[src/rtl/result_uart_tx.sv]
// Walks the result RAM from address 0 after a filter run and sends each word
// over an 8N1 UART line, LSB first, with a fixed idle gap between frames.
module result_uart_tx #(
    parameter int CLKS_PER_BIT = 434,
    parameter int data_bits    = 8,
    parameter int addr_bits    = 8,
    parameter int NUM_WORDS    = 255,
    parameter int RD_LATENCY   = 2
) (
    input  logic                 clk,
    input  logic                 rst,
    input  logic                 start,
    output logic [addr_bits-1:0] rd_addr,
    input  logic [data_bits-1:0] rd_data,
    output logic                 tx,
    output logic                 busy,
    output logic                 done
);

    localparam int BAUD_W = $clog2(CLKS_PER_BIT);
    localparam int BIT_W  = (data_bits > 1) ? $clog2(data_bits) : 1;
    localparam int WAIT_W = (RD_LATENCY > 0) ? $clog2(RD_LATENCY + 1) : 1;
    localparam int WORD_W = addr_bits + 1;

    localparam logic [BAUD_W-1:0] BAUD_LAST = BAUD_W'(CLKS_PER_BIT - 1);
    localparam logic [BIT_W-1:0]  BIT_LAST  = BIT_W'(data_bits - 1);
    localparam logic [WAIT_W-1:0] WAIT_LAST = WAIT_W'(RD_LATENCY);
    localparam logic [WORD_W-1:0] WORD_LAST = WORD_W'(NUM_WORDS - 1);

    typedef enum logic [2:0] {
        S_IDLE  = 3'd0,
        S_FETCH = 3'd1,
        S_START = 3'd2,
        S_DATA  = 3'd3,
        S_STOP  = 3'd4,
        S_DONE  = 3'd5
    } state_t;

    state_t                state_r, state_s;
    logic [BAUD_W-1:0]     baud_r, baud_s;
    logic [BIT_W-1:0]      bit_r, bit_s;
    logic [WAIT_W-1:0]     wait_r, wait_s;
    logic [WORD_W-1:0]     word_r, word_s;
    logic [data_bits-1:0]  shift_r, shift_s;
    logic [addr_bits-1:0]  addr_r, addr_s;
    logic                  tx_r, tx_s;
    logic                  busy_r, busy_s;
    logic                  done_r, done_s;

    // State and datapath registers; every output comes straight from a flop.
    always_ff @(posedge clk or negedge rst) begin
        if (!rst) begin
            state_r <= S_IDLE;
            baud_r  <= '0;
            bit_r   <= '0;
            wait_r  <= '0;
            word_r  <= '0;
            shift_r <= '0;
            addr_r  <= '0;
            tx_r    <= 1'b1;
            busy_r  <= 1'b0;
            done_r  <= 1'b0;
        end else begin
            state_r <= state_s;
            baud_r  <= baud_s;
            bit_r   <= bit_s;
            wait_r  <= wait_s;
            word_r  <= word_s;
            shift_r <= shift_s;
            addr_r  <= addr_s;
            tx_r    <= tx_s;
            busy_r  <= busy_s;
            done_r  <= done_s;
        end
    end

    // Next-state and next-register values for the transfer sequencer.
    always_comb begin
        state_s = state_r;
        baud_s  = baud_r;
        bit_s   = bit_r;
        wait_s  = wait_r;
        word_s  = word_r;
        shift_s = shift_r;
        addr_s  = addr_r;
        tx_s    = tx_r;
        busy_s  = busy_r;
        done_s  = 1'b0;

        case (state_r)
            S_IDLE: begin
                tx_s   = 1'b1;
                busy_s = 1'b0;
                if (start) begin
                    addr_s  = '0;
                    wait_s  = '0;
                    word_s  = '0;
                    busy_s  = 1'b1;
                    state_s = S_FETCH;
                end else begin
                    state_s = S_IDLE;
                end
            end
            // rd_data is trusted only once the RAM pipeline has caught up with rd_addr.
            S_FETCH: begin
                tx_s = 1'b1;
                if (wait_r == WAIT_LAST) begin
                    shift_s = rd_data;
                    baud_s  = '0;
                    tx_s    = 1'b0;
                    state_s = S_START;
                end else begin
                    wait_s = wait_r + WAIT_W'(1);
                end
            end
            S_START: begin
                if (baud_r == BAUD_LAST) begin
                    baud_s  = '0;
                    bit_s   = '0;
                    tx_s    = shift_r[0];
                    state_s = S_DATA;
                end else begin
                    baud_s = baud_r + BAUD_W'(1);
                end
            end
            S_DATA: begin
                if (baud_r == BAUD_LAST) begin
                    baud_s = '0;
                    if (bit_r == BIT_LAST) begin
                        tx_s    = 1'b1;
                        state_s = S_STOP;
                    end else begin
                        bit_s   = bit_r + BIT_W'(1);
                        shift_s = shift_r >> 1;
                        tx_s    = shift_s[0];
                    end
                end else begin
                    baud_s = baud_r + BAUD_W'(1);
                end
            end
            // The word counter is one bit wider than rd_addr so a full RAM never wraps early.
            S_STOP: begin
                tx_s = 1'b1;
                if (baud_r == BAUD_LAST) begin
                    baud_s = '0;
                    if (word_r == WORD_LAST) begin
                        busy_s  = 1'b0;
                        done_s  = 1'b1;
                        state_s = S_DONE;
                    end else begin
                        word_s  = word_r + WORD_W'(1);
                        addr_s  = addr_r + addr_bits'(1);
                        wait_s  = '0;
                        state_s = S_FETCH;
                    end
                end else begin
                    baud_s = baud_r + BAUD_W'(1);
                end
            end
            S_DONE: begin
                tx_s    = 1'b1;
                busy_s  = 1'b0;
                addr_s  = '0;
                word_s  = '0;
                state_s = S_IDLE;
            end
            default: begin
                tx_s    = 1'b1;
                busy_s  = 1'b0;
                state_s = S_IDLE;
            end
        endcase
    end

    assign rd_addr = addr_r;
    assign tx      = tx_r;
    assign busy    = busy_r;
    assign done    = done_r;

endmodule

[config.mk]
export PLATFORM = sky130hd
export DESIGN_NAME = result_uart_tx
export DESIGN_NICKNAME = d
export VERILOG_FILES = /design/src/rtl/result_uart_tx.sv
export SDC_FILE = /design/constraint.sdc
export NUM_CORES = 1
export LEC_CHECK = 0
export BUFFER_PORTS_ARGS = -buffer_cell sky130_fd_sc_hd__buf_4
export CAP_MARGIN = 25
export CORE_ASPECT_RATIO = 1.75
export CORE_UTILIZATION = 59
export CTS_CLUSTER_DIAMETER = 200
export CTS_CLUSTER_SIZE = 28
export DETAILED_ROUTE_END_ITERATION = 10
export GPL_TIMING_DRIVEN = 0
export PLACE_DENSITY = 0.9
export SETUP_SLACK_MARGIN = 0.02
export SLEW_MARGIN = 15
export SYNTH_ARGS = -nofsm -noshare
export SYNTH_HDL_FRONTEND = slang
export SYNTH_SLANG_ARGS = --single-unit
[constraint.sdc]
create_clock -name clk -period 2.1 [get_ports clk]
set_input_delay 0.21 -clock clk [delete_from_list [all_inputs] [get_ports clk]]
set_output_delay 0.21 -clock clk [all_outputs]
set_load 0.01 [all_outputs]
==> flow_summary.json <==
{
  "power.density_mw_per_mm2": 496,
  "fin_skew_ps": 8.23,
  "endpoint_kind": "flip-flop",
  "first_pass_iters": 4,
  "wl_met3_um": 203,
  "crit_fanout": 6,
  "grt_overflow": 0,
  "grt_pass1_wl_mm": 10.0,
  "hold-path-endpoint": "shift_r[7]$_DFFE_PN0P_",
  "pwr-share-comb_pct": 3.4,
  "min_from": "rd_data[7]",
  "r2r_setup_slack_ps": 120,
  "die_h_um": 89.8,
  "place_area_mm2": 0.00282,
  "via_per_inst": 6.50,
  "required_ps": 2300,
  "fin_area_mm2": 0.00295,
  "seq_area_frac_synth_pct": 43.4,
  "htreeDepth": 2,
  "top_layer": "met4",
  "reg2regPathDepth": 6,
  "drive_above_1_share_pct": 19.7,
  "syn_inst": 272,
  "syn_nets": 291,
  "r2r_end": "busy$_DFFE_PN0P_",
  "area_delta_synth_final_pct": 13.4,
  "crit_arrival_ps": 2180,
  "finalSetupTns_ps": 0,
  "slowest_stage": "dfrtp_1",
  "clockPowerShare_pct": 36.4,
  "fin_ws_ps": 119,
  "final.fill_count": 319,
  "worst_pin_slew_ps": 628,
  "crit_buf_inv": 2,
  "io_pins": 22,
  "vdd_drop_max_v": 0.000484,
  "multi_input_area_mm2": 0.00140,
  "hold_viol": 0,
  "switching_power_mw": 0.331,
  "antenna_left": 0,
  "wirelength_mm": 6.25,
  "dp_cells": 342,
  "finalCritPeriodShare_pct": 94.3,
  "clock_latency_ps": 300,
  "met1_length_mm": 2.33,
  "cp-start-kind": "flip-flop",
  "dp_hpwl_mm": 4.42,
  "seq_area_mm2": 0.00113,
  "crit_path_max_incr_delay_ps": 470,
  "wl_per_cell_um": 17.7,
  "slew_violations": 0,
  "first_global_vias": 2236,
  "yosys_most_used_dff": "dfrtp_1",
  "ys_warn_count": 0,
  "relSlewSlack_pct": 58.1,
  "whs_path_depth": 3,
  "hold_class": "in2reg",
  "coreArea_mm2": 0.00419,
  "drt_iter0_markers": 83,
  "seq_power_share_pct": 60.1,
  "cp_num_cells": 6,
  "met2_length_mm": 3.49,
  "place_congestion": 0.862,
  "async_flop_share_pct": 100,
  "place_worst_setup_slack_ps": -69.1,
  "total_power_mw": 1.46,
  "grt_max_degree": 46,
  "cpMostUsedCell": "buf_4",
  "die_area_mm2": 0.00468,
  "ys_types": 57,
  "leakage_nw": 1.19,
  "intPower_mw": 1.13,
  "num_antenna_cells": 0,
  "utilization_pct": 70.3,
  "clockBufferDepth": 2,
  "cts_tree": "done",
  "initial_core_util_pct": 62.0,
  "cts-root-buf": "clkbuf_8",
  "status": "complete, no violations",
  "cpLargestDelayFamily": "simple AND/OR/NAND/NOR gates",
  "holdWs_ps": 177,
  "ys_ff_latch": 45,
  "final_cells": 353,
  "swShare_pct": 22.6,
  "critical_path_class": "reg2reg",
  "fmax_mhz": 505,
  "period_needed_ps": 1980,
  "path_cells": "nor4b_4, buf_4, buf_4, nand2_1, or3_1, a31o_2",
  "dieWidth_um": 52.2,
  "rsz0062_at_grt": "yes",
  "rows": 31,
  "r2r-start": "baud_r[3]$_DFFE_PN0P_",
  "vias": 2294,
  "track_usage_pct": 28.6,
  "fin_nets": 322,
  "avgSynthCellArea_um2": 9.55,
  "synth-edff-count": 0,
  "clk_pin_slew_ps": 90,
  "cts_sinks": 45,
  "port_buffers": 21,
  "drv_cap": 0,
  "drc": 0,
  "antenna_found_initial": 0,
  "synth_area_mm2": 0.00260,
  "setup_viol": 0,
  "numCtsBuffers": 5
}
==> per-layer routing <==
metal	global-route usage, %	vias up
met1	30.8	1125
met5	0	-
li1	-	1080
met4	14.5	0
met3	4.23	22
met2	51.2	67
==> power groups by stage <==
stage | clock network [mW] | registers (mW) | logic, mW
after floorplan | 0 | 0.894 | 0.0153
after global routing | 0.567 | 0.879 | 0.0565
after CTS | 0.533 | 0.878 | 0.0514
final | 0.532 | 0.878 | 0.0502
after global placement | 0 | 0.895 | 0.0477
after detailed placement | 0 | 0.895 | 0.0498
==> area by class of cell <==
type	instances	share of cell area, %
clock buffers	6	2.46
clock inverters	2	0.340
repair buffers	26	6.71
well taps	49	2.08
flip-flops and latches	45	38.3
inverters	8	1.02
multi-input cells	205	47.4
plain buffers	12	1.74
==> state kept, by name, summed over array words and instances (netlist names) <==
signal	flops
wait_r	2
shift_r	8
bit_r	3
tx	1
done	1
rd_addr	8
word_r	9
baud_r	9
busy	1
state_r	3
==> cells by family after synthesis <==
kind of cell	after synthesis	share of synthesized area, %
flops	45	43.4
simple gates	112	23.1
mux	16	6.84
buf+inv	22	3.32
xor+xnor	5	1.69
compound gates	64	17.8
fa+ha+maj	8	3.85
==> repair_timing <==
action | in CTS | in global routing
resized for setup | 0 | 7
setup buffers | 1 | 3
endpoints found under the hold margin | 44 | 0
endpoints found under the setup margin | 19 | 23
pin swaps | 2 | 3
hold buffers | 1 | 0
==> cell usage after synthesis, types with 5 or more instances <==
library cell	instances	area, um2
dfrtp_1	44	1100
nand2_1	35	131
nand3_1	20	100
mux2_2	14	158
nor2_1	11	41.3
a21oi_1	10	50.1
o21ai_0	10	50.1
clkbuf_1	9	33.8
ha_1	8	100
inv_1	8	30.0
nor3_1	7	35.0
a22oi_1	6	45.0
o211ai_1	6	45.0
o311ai_0	5	43.8
or4_1	5	37.5
==> worst max-delay path by stage <==
stage	from	endpoint	slack, ps
floorplan	bit_r[0]$_DFFE_PN0P_	shift_r[0]$_DFFE_PN0P_	190
global placement	baud_r[1]$_DFFE_PN0P_	word_r[6]$_DFFE_PN0P_	-20
detailed placement	baud_r[1]$_DFFE_PN0P_	word_r[6]$_DFFE_PN0P_	-70
CTS	baud_r[6]$_DFFE_PN0P_	word_r[6]$_DFFE_PN0P_	9
global route	state_r[0]$_DFFE_PN0P_	rd_addr[5]$_DFFE_PN0P_	8
finish	baud_r[3]$_DFFE_PN0P_	busy$_DFFE_PN0P_	120
==> placed cells by master, fill, tap and decap left out, types with 3 or more instances in the layout <==
cell	Yosys	routed
buf_4	0	25
nor3_1	7	7
dfrtp_1	44	44
nor4_1	3	3
clkbuf_1	9	7
or3_1	3	3
inv_1	8	8
or4_1	5	5
a22oi_1	6	6
nand3_1	20	20
nand4b_1	3	3
xor2_1	4	4
o211ai_1	6	6
mux2_2	14	14
o311ai_0	5	5
clkbuf_8	0	5
o21ai_0	10	10
and2_1	3	3
nor2b_1	4	4
nor2_1	11	11
o31ai_1	3	3
nand2_1	35	35
ha_1	8	7
a21oi_1	10	10
nand4_1	3	3
buf_2	3	3
and3_1	4	4
==> worst reg2reg max path: stages, from the launching register on <==
cell and delay [ps]:
dfrtp_1 470, nor4b_4 320, buf_4 200, buf_4 120
nand2_1 100, or3_1 410, a31o_2 250
(Power assumes the default switching activity.)
